## config.mk

```make
export PLATFORM = sky130hd
export DESIGN_NAME = imem_loader
export DESIGN_NICKNAME = d
export VERILOG_FILES = /design/src/rtl/imem_loader.sv
export SDC_FILE = /design/constraint.sdc
export NUM_CORES = 1
export LEC_CHECK = 0
export CORE_MARGIN = 10
export CORE_UTILIZATION = 30
export CTS_BUF_LIST = sky130_fd_sc_hd__clkbuf_2
export DETAILED_ROUTE_END_ITERATION = 8
export DONT_BUFFER_PORTS = 1
export GPL_TIMING_DRIVEN = 0
export REMOVE_ABC_BUFFERS = 1
export SLEW_MARGIN = 20
export SYNTH_ARGS = -nofsm -noshare
export SYNTH_HDL_FRONTEND = slang
export SYNTH_SLANG_ARGS = --single-unit
```

## constraint.sdc

```tcl
create_clock -name clk -period 6.2 [get_ports clk]
set_clock_uncertainty 0.15 [all_clocks]
set_input_delay 1.24 -clock clk [delete_from_list [all_inputs] [get_ports clk]]
set_output_delay 1.24 -clock clk [all_outputs]
set_load 0.005 [all_outputs]
```

## src/rtl/imem_loader.sv

```systemverilog
// Serial byte-stream loader for the instruction memory: 16-bit word count, big-endian words,
// trailing XOR checksum. Holds the CPU in reset while a load is active or has failed.
module imem_loader #(
   parameter int unsigned MEM_AW  = 12,
   parameter int unsigned TIMEOUT = 1000000
) (
   input  logic              clk,
   input  logic              rst,
   input  logic              start,
   input  logic              rx_valid,
   input  logic [7:0]        rx_data,
   output logic              rx_ready,
   output logic              mem_we,
   output logic [MEM_AW-1:0] mem_addr,
   output logic [31:0]       mem_wdata,
   output logic              cpu_rst,
   output logic              busy,
   output logic              done,
   output logic              err,
   output logic [1:0]        err_code
);

   localparam int unsigned     MaxWords = 2 ** MEM_AW;
   localparam int unsigned     TmoW     = $clog2(TIMEOUT);
   // Compare against TIMEOUT-2 so the counter value after this edge equals TIMEOUT-1.
   localparam logic [TmoW-1:0] TmoLast  = TmoW'(TIMEOUT - 2);

   typedef enum logic [2:0] {
      StIdle, StHdrHi, StHdrLo, StData, StCsum, StDone, StErr
   } state_e;

   state_e            state_q;
   logic [15:0]       count_q;
   logic [MEM_AW-1:0] word_idx_q;
   logic [1:0]        byte_idx_q;
   logic [23:0]       word_q;
   logic [7:0]        csum_q;
   logic [TmoW-1:0]   tmo_q;
   logic              mem_we_q;
   logic [MEM_AW-1:0] mem_addr_q;
   logic [31:0]       mem_wdata_q;
   logic              cpu_rst_q;
   logic              busy_q;
   logic              done_q;
   logic              err_q;
   logic [1:0]        err_code_q;

   logic        accept;
   logic [15:0] hdr_cnt;
   logic        last_word;

   always_comb begin
      rx_ready = 1'b0;
      case (state_q)
         StHdrHi, StHdrLo, StData, StCsum: rx_ready = 1'b1;
         default:                          rx_ready = 1'b0;
      endcase
   end

   assign accept    = rx_valid && rx_ready;
   assign hdr_cnt   = {count_q[15:8], rx_data};
   assign last_word = (32'(word_idx_q) + 32'd1) == 32'(count_q);

   always_ff @(posedge clk or posedge rst) begin
      if (rst) begin
         state_q     <= StIdle;
         count_q     <= '0;
         word_idx_q  <= '0;
         byte_idx_q  <= '0;
         word_q      <= '0;
         csum_q      <= '0;
         tmo_q       <= '0;
         mem_we_q    <= 1'b0;
         mem_addr_q  <= '0;
         mem_wdata_q <= '0;
         cpu_rst_q   <= 1'b0;
         busy_q      <= 1'b0;
         done_q      <= 1'b0;
         err_q       <= 1'b0;
         err_code_q  <= 2'd0;
      end else begin
         mem_we_q <= 1'b0;
         case (state_q)
            StIdle, StDone, StErr: begin
               if (start) begin
                  state_q    <= StHdrHi;
                  busy_q     <= 1'b1;
                  cpu_rst_q  <= 1'b1;
                  done_q     <= 1'b0;
                  err_q      <= 1'b0;
                  err_code_q <= 2'd0;
                  word_idx_q <= '0;
                  byte_idx_q <= '0;
                  csum_q     <= '0;
                  tmo_q      <= '0;
               end
            end
            StHdrHi, StHdrLo, StData, StCsum: begin
               if (accept) begin
                  tmo_q <= '0;
                  case (state_q)
                     StHdrHi: begin
                        count_q[15:8] <= rx_data;
                        state_q       <= StHdrLo;
                     end
                     StHdrLo: begin
                        count_q[7:0] <= rx_data;
                        if (hdr_cnt == 16'd0 || 32'(hdr_cnt) > MaxWords) begin
                           state_q    <= StErr;
                           busy_q     <= 1'b0;
                           err_q      <= 1'b1;
                           err_code_q <= 2'd1;
                        end else begin
                           state_q <= StData;
                        end
                     end
                     StData: begin
                        word_q     <= {word_q[15:0], rx_data};
                        csum_q     <= csum_q ^ rx_data;
                        byte_idx_q <= byte_idx_q + 2'd1;
                        if (byte_idx_q == 2'd3) begin
                           mem_we_q    <= 1'b1;
                           mem_addr_q  <= word_idx_q;
                           mem_wdata_q <= {word_q, rx_data};
                           word_idx_q  <= word_idx_q + 1'b1;
                           if (last_word) state_q <= StCsum;
                        end
                     end
                     StCsum: begin
                        busy_q <= 1'b0;
                        if (rx_data == csum_q) begin
                           state_q   <= StDone;
                           done_q    <= 1'b1;
                           cpu_rst_q <= 1'b0;
                        end else begin
                           state_q    <= StErr;
                           err_q      <= 1'b1;
                           err_code_q <= 2'd2;
                        end
                     end
                     default: state_q <= StIdle;
                  endcase
               end else if (tmo_q == TmoLast) begin
                  state_q    <= StErr;
                  busy_q     <= 1'b0;
                  err_q      <= 1'b1;
                  err_code_q <= 2'd3;
               end else begin
                  tmo_q <= tmo_q + 1'b1;
               end
            end
            default: state_q <= StIdle;
         endcase
      end
   end

   assign mem_we    = mem_we_q;
   assign mem_addr  = mem_addr_q;
   assign mem_wdata = mem_wdata_q;
   assign cpu_rst   = cpu_rst_q;
   assign busy      = busy_q;
   assign done      = done_q;
   assign err       = err_q;
   assign err_code  = err_code_q;

endmodule

```

* After elaboration in Yosys (flattened, before gate mapping) *
Cells that the tools add are included.

operators by class
  add/subtract/negate cells = 4
  magnitude comparators = 1
  eq/ne operators = 23
  muxes and demuxes = 58
  bitwise gates (word level) = 1
  reduce and logical (&&, ||, !) cells = 18

operators with widths
  operator               count
  $mux 20                3
  $mux 12                4
  $pmux 20 s2            1
  $mux 8                 3
  $pmux 12 s2            1
  $add 20x1->20 const B  1
  $eq 20x20->1 const B   1
  $mux 1                 20
  $ne 4x4->1 const B     5
  $mux 3                 6
  $eq 13x16->1           1
  $gt 16x13->1 const B   1
  $logic_not 16->1       1
  $mux 2                 8
  $pmux 8 s2             1
  $reduce_and 5->1       3
  $add 12x1->13 const B  1
  $add 12x1->12 const B  1
  $ne 2x2->1 const B     6
  $pmux 1 s2             6
  $pmux 2 s2             3
  $pmux 3 s4             1
  $reduce_and 3->1       4
  $reduce_and 4->1       3
  other kinds (16)       20

storage, ports and cells
  register bits = 136
  input bits = 12
  output and inout bits = 52

* Longest topological paths before layout *
Gate-level depths: netlist of the first run.

  depth after elaboration = 7
  mapped depth = 10
  mapped depth without buffers = 8

* Worst setup path after synthesis of the first run *
No wires, ideal clock.

  path kind = in2reg
  start = input port rx_data[3]
  end = register err_q (netlist: err)
  setup time = 0.127 ns
  arrival time = 2.647 ns
  required time = 5.923 ns
  path slack = 3.276 ns
  stages = 6
  buffers on the path = 0
  path through = nor4_2 nand4_1 and4b_1 a221oi_2 and2_4 mux2_1

between the ends
  longest elaborated chain between the ends = 4
  elaborated cells on any way between the ends = 7
  classes of those cells = 1 x order compare; 3 x eq/ne; 3 x reduce/logical

RTL lines
  element                                                  line  text
  start: declaration                                       11    input logic [7:0] rx_data,
  $gt 16x13->1 / $logic_not 16->1 (equally long branches)  108   if (hdr_cnt == 16'd0 || 32'(hdr_cnt) > MaxWords) begin
  $logic_or 1x1->1                                         108
  $ne 4x4->1 (no source line)                              -
  $reduce_and 6->1 (no source line) *                      -
  end signal: assignment                                   111   err_q <= 1'b1;
  end signal: assignment                                   137   err_q <= 1'b1;
  end signal: assignment                                   146   err_q <= 1'b1;
  end: declaration                                         45    logic err_q;

Mark *: on every way between the ends. The rest lies on a longest branch, timed or not.
A chain may end at the register's enable or synchronous reset.

* Worst setup path after layout of the first run *
  start = register state_q[2]
  end = output port rx_ready

between the ends
  longest elaborated chain between the ends = 3
  elaborated cells on any way between the ends = 6
  classes of those cells = 4 x eq/ne; 1 x mux; 1 x reduce/logical

RTL lines
  element                                   line  text
  start: declaration                        32    state_e state_q;
  start signal: assignment                  66    state_q <= StIdle;
  start signal: assignment                  86    state_q <= StHdrHi;
  start signal: assignment                  104   state_q <= StHdrLo;
  $eq 3x1->1, or another cell as far along  54    case (state_q)
  $reduce_or 4->1 *                         54
  $mux 1 *                                  54
  end: declaration                          12    output logic rx_ready,

Marks and branches as above.

==> impl_metrics.ini, run 1 <==
[clock_tree]
postCtsHoldBufs = 0
cts_setup_buffers = 0
clkLatencyLatePin_ns = 0.72
clkTransAtPathRegs_ns = 0.23
cts_made_buffers = 17
cts_tree = yes
cts_max_level = 4
clk_path_buf_depth = 2
clock-root-buffer = clkbuf_2
cts_resized = 0
numClockSinks = 136

[floorplanning]
die_w_um = 171
start_util_pct = 30.3
dieArea_mm2 = 0.0291
core_area_mm2 = 0.0225
die_h_um = 171
rows = 55
ioPinCount = 64

[synthesis]
synth-compound-area-share_pct = 12.9
async_flop_share_pct = 100
synth_top_family_by_area = simple AND/OR/NAND/NOR gates
synthAdderAreaFrac_pct = 0.735
synth-simple-area-share_pct = 23.2
ys_seq_area_share_pct = 50.0
yosysUniqueCellTypes = 78
synthCells = 699
netlist_area_mm2 = 0.00681
synth_edf_count = 0
ys_ff_latch = 136
synth_mux_area_share_pct = 5.82
avgSynthCellArea_um2 = 9.74
ys.flop_type = dfrtp_1
yosysWarningCount = 0
synth_xor_area_share_pct = 3.09

[global_routing]
grt_start_max_net_pins = 99
antenna_found_initial = 1
grt_overflow = 0
track_usage_pct = 11.4
grt_first_pass_wirelength_um = 26500
grt_pass1_vias = 4838

[worst_setup_path]
cp_max_fo = 26
rrSetupSlack_ns = 2.56
worstReg2RegEnd = mem_addr[9]$_DFFE_PP0P_
cpLargestDelayFamily = flip-flops
critPathLaunch = state_q[2]$_DFFE_PP0P_
crit_arrival_ns = 2.58
end_kind = primary output
slowest_delay_ns = 1.01
crit_type = flip-flop to primary output
worst-path-buf-inv = 1
r2r.worst_path.cells = 5
critPathLaunchType = flip-flop
cp_cell_sequence = xor2_2, inv_1
cp_data_required_time_ns = 4.81
crit_slowest_cell = dfrtp_1
r2r_start = state_q[0]$_DFFE_PP0P_

[run_status]
status = finished clean

[timing]
setup_viol_count_final = 0
relSlewSlack_pct = 28.6
period_minus_slack_ns = 3.97
hold_violations = 0
rsz0062_at_grt = false
tns_ns = 0
maxSlewViolCount = 0
worst_slew_pin_slew_ns = 1.07
max_freq_mhz = 252
whs_ns = 0.154
post-route-period-util_pct = 64.1

[route]
wirelength_um = 16100
dr.pass1.iters = 5
via_count = 4939
drt_iter0_markers = 408
wl_per_cell_um = 16.3
drtAntennaViolNets = 0
avgViaCountPerCell = 5.02
drc_errors = 0

[flow_run]
drv_cap = 0

[cells_and_area]
seq_area_mm2 = 0.00340
multiInputGateArea_mm2 = 0.00313
mostFrequentLayoutCell = nand2_1
final_cell_count_no_fill = 984
area_growth_pct = 7.18
fillers = 2319
mostFrequentLayoutCells = nand2_1 (181), dfrtp_1 (136), o21ai_0 (48), mux2_2 (32), a21oi_1 (26)
post-route-util_pct = 32.4
design_area_mm2 = 0.00730
nets = 701
drive_gt1_share_pct = 15.5

[worst_hold_path]
min_path_type = primary input to asynchronous set/reset pin

[power]
vdd.ir_drop.worst_v = 0.000192
powerDensity_mw_per_mm2 = 388
power.leakage_nw = 3.31

[placement]
dpl.hpwl_um = 10700
dp.cells = 951
place.gp.congestion = 0.803
place_area_mm2 = 0.00699
portBuffers = 0
-- worst reg2reg max path: stages (launching register included) --
cell     delay, ns
dfrtp_1       0.86
nand2_1       0.42
nor2_8        0.48
nand2_4       0.45
inv_2         0.77
mux2_2        0.43
-- layout make-up --
type / instances / area share [%]
multi-input combinational: 510 / 42.9
sequential: 136 / 46.6
clock buffer: 18 / 1.23
tap: 285 / 4.88
timing repair buffer: 1 / 0.377
clock inverter: 14 / 2.88
inverter: 19 / 1.08
antenna: 1 / 0.0343
-- state kept, by name, indices dropped and copies added (netlist names), 3 cells and up --
| signal | cells |
|---|---|
| tmo_q | 20 |
| mem_addr | 12 |
| state_q | 3 |
| mem_wdata | 32 |
| word_q | 24 |
| csum_q | 8 |
| count_q | 16 |
| word_idx_q | 12 |
-- through the flow --
| step | setup slack [ns] | total power, W |
|---|---|---|
| global placement | -0.473 | 0.00217 |
| detailed placement | 1.83 | 0.00220 |
| global route | 2.01 | 0.00305 |
| CTS | 2.06 | 0.00287 |
| finish | 2.23 | 0.00283 |
| floorplan | 1.17 | 0.00194 |
-- power breakdown --
part	leakage, nW	switching (W)	internal (W)	total (W)
Clock	0.171	0.000377	0.000281	0.000658
Combinational	1.32	0.000521	0.000353	0.000874
Sequential	1.82	0.000227	0.00108	0.00130
-- cells by family (layout without fill, tap and decap cells) --
family,Yosys count,count (layout)
compound gates,136,136
xor+xnor,24,24
fa+ha+maj,4,4
buf+inv,53,52
flops,136,136
mux,35,35
other cells,0,1
simple gates,311,311
-- how the worst max path moves through the flow --
stage | depth (start not counted) | to
final | 2 | rx_ready
after global routing | 2 | rx_ready
after CTS | 5 | mem_addr[9]$_DFFE_PP0P_
after detailed placement | 5 | mem_addr[4]$_DFFE_PP0P_
after global placement | 1 | mem_addr[2]$_DFFE_PP0P_
after floorplan | 1 | busy$_DFFE_PP0P_
-- per-layer routing --
layer	routed length, um	global-route usage [%]	part of all wire, %	up-vias
met5	0	0	0	-
met4	182	3.89	1.1	0
met3	1130	3.71	7.0	11
met2	7370	17.6	46	97
met1	7400	14.6	46	2415
li1	-	-	-	2416
-- synth_stat cells (3+ instances only) --
cell type | n | area, um2
o21ai_1 | 13 | 65.1
o211ai_1 | 5 | 37.5
a21oi_1 | 26 | 130
xor2_1 | 12 | 105
o31ai_1 | 12 | 90.1
ha_1 | 4 | 50.1
buf_6 | 4 | 45.0
a211o_1 | 3 | 26.3
nor3_1 | 6 | 30.0
or4_1 | 11 | 82.6
clkbuf_1 | 8 | 30.0
inv_1 | 16 | 60.1
nor2_1 | 24 | 90.1
inv_2 | 3 | 11.3
mux2_2 | 32 | 360
nand4_1 | 10 | 62.6
a31oi_1 | 4 | 25.0
nand4b_1 | 3 | 26.3
a21o_1 | 3 | 22.5
or3_1 | 12 | 75.1
dfrtp_1 | 136 | 3400
nor4_2 | 5 | 62.6
nand2_1 | 181 | 679
and3_1 | 7 | 43.8
nand3_1 | 13 | 65.1
o21ai_0 | 48 | 240
xnor2_1 | 12 | 105
buf_2 | 9 | 45.0
and2_1 | 3 | 18.8
nand2b_1 | 5 | 31.3
buf_4 | 9 | 67.6
Note: power is estimated with default switching activity, not from simulation.
==> run 2: changes to the inputs <==
- clock period: 6.2 -> 3.8 ns (I/O delays scaled with it)
==> run 2 against run 1 <==
Die area did not move. Design area is 1.5% higher. Combinational power is 65% higher. Core utilization rose by 0.50 points. Sequential power is 64% higher. Register-to-register slack lost 2.2 ns.
==> impl_metrics.ini, run 2 (same netlist as run 1, synthesis figures left out) <==
[floorplanning]
dieArea_mm2 = 0.0291
start_util_pct = 30.3
die_h_um = 171
core_area_mm2 = 0.0225
rows = 55
die_w_um = 171
ioPinCount = 64

[route]
wl_per_cell_um = 16.9
wl_met1_um = 7960
drt_iter0_markers = 463
wl_met3_um = 995
wirelength_um = 16800
highest_layer = met4
via_count = 5023
route.met2.wl_um = 7640
avgViaCountPerCell = 5.05
drc_errors = 0
dr.pass1.iters = 5
drtAntennaViolNets = 0

[placement]
placement.setup.worst_slack_ns = -0.315
portBuffers = 0
place.gp.congestion = 0.803
dpl.hpwl_um = 10700
dp.cells = 951

[cells_and_area]
area_growth_pct = 8.84
largest_reg_flops = 32
nets = 712
final_cell_count_no_fill = 995
mostFrequentLayoutCells = nand2_1 (181), dfrtp_1 (136), o21ai_0 (48), mux2_2 (32), a21oi_1 (26)
drive_gt1_share_pct = 15.2
mostFrequentLayoutCell = nand2_1
fillers = 2308

[timing]
worst_slew_pin_slew_ns = 1.08
period_minus_slack_ns = 3.49
whs_ns = 0.101
rsz0062_at_grt = false
relSlewSlack_pct = 27.8
hold_violations = 0
fin_ws_ns = 0.309
setup_viol_count_final = 0
tns_ns = 0
max_freq_mhz = 286
maxSlewViolCount = 0
post-route-period-util_pct = 91.9

[worst_setup_path]
end_kind = primary output
cp_data_required_time_ns = 2.89
crit_arrival_ns = 2.58
cp_max_fo = 26
crit_type = flip-flop to primary output
critPathLaunchType = flip-flop

[clock_tree]
clk_path_buf_depth = 2
cts_tree = yes
cts_setup_buffers = 0
cts_made_buffers = 17
clkTransAtPathRegs_ns = 0.25
cts_max_level = 4
clkLatencyLatePin_ns = 0.72
numClockSinks = 136
clock-root-buffer = clkbuf_2

[global_routing]
grt_start_max_net_pins = 99
grt_first_pass_wirelength_um = 27200
antenna_found_initial = 1
grt_overflow = 0
grt_pass1_vias = 4853
track_usage_pct = 11.7

[worst_hold_path]
min_path_type = primary input to flip-flop

[flow_run]
drv_cap = 0

[run_status]
status = finished clean

[power]
powerDensity_mw_per_mm2 = 627
power.leakage_nw = 3.36
vdd.ir_drop.worst_v = 0.000311
==> run 2: cell count changes in the layout (fill, tap and decap cells not counted), sizes merged <==
cell	delta
dlygate4sd3	+11
==> run 2: worst paths after layout <==
check / cells past startpoint / slack, ns / from / endpoint
max in group asynchronous: 3 / 2.40 / rst / mem_wdata[23]$_DFFE_PP0P_
min in group asynchronous: 2 / 0.33 / rst / tmo_q[11]$_DFFE_PP0P_
max: 2 / 0.31 / state_q[2]$_DFFE_PP0P_ / rx_ready
min reg2reg: 2 / 0.34 / word_q[9]$_DFFE_PP0P_ / word_q[17]$_DFFE_PP0P_
max reg2reg: 5 / 0.37 / state_q[0]$_DFFE_PP0P_ / mem_addr[9]$_DFFE_PP0P_
min: 3 / 0.10 / rx_data[5] / csum_q[5]$_DFFE_PP0P_
==> run 2: cell type report <==
type | instances | area [um2] | area share (%)
Tap cell | 285 | 357 | 4.81
Inverter | 19 | 81.3 | 1.10
Timing Repair Buffer | 12 | 138 | 1.86
Clock buffer | 18 | 90.1 | 1.22
Antenna cell | 1 | 2.50 | 0.0338
Sequential cell | 136 | 3400 | 45.9
Multi-Input combinational cell | 510 | 3130 | 42.2
Clock inverter | 14 | 210 | 2.84
==> run 2: report_power, final <==
part / internal, W / leakage [nW] / total, W / switching, W
Clock: 0.000458 / 0.171 / 0.00108 / 0.000618
Sequential: 0.00175 / 1.82 / 0.00213 / 0.000371
Combinational: 0.000584 / 1.36 / 0.00144 / 0.000861
==> run 2: repair_timing <==
item	in CTS	in global routing
gates resized for setup	2	0
hold buffers	10	1
hold endpoints to repair	79	1
endpoints found under the setup margin	40	0
==> run 2: worst max-delay path, cell delays in order, from the launching register on <==
cell and delay, ns:
dfrtp_1 1.01, xor2_2 0.65, inv_1 0.21
==> run 2: routing by layer <==
metal | global-route usage, % | vias to the layer above
li1 | - | 2441
met1 | 15.6 | 2481
met2 | 17.9 | 91
met3 | 3.23 | 10
met4 | 3.89 | 0
met5 | 0 | -
==> run 2: through the flow <==
| stage | instance area [um2] | total power, W | utilization [%] |
|---|---|---|---|
| finish | 7410 | 0.00465 | 32.9 |
| global route | 7410 | 0.00500 | 32.9 |
| CTS | 7400 | 0.00471 | 32.9 |
| detailed placement | 6990 | 0.00359 | 31.1 |
| global placement | 6950 | 0.00353 | 30.9 |
| floorplan | 6590 | 0.00316 | - |
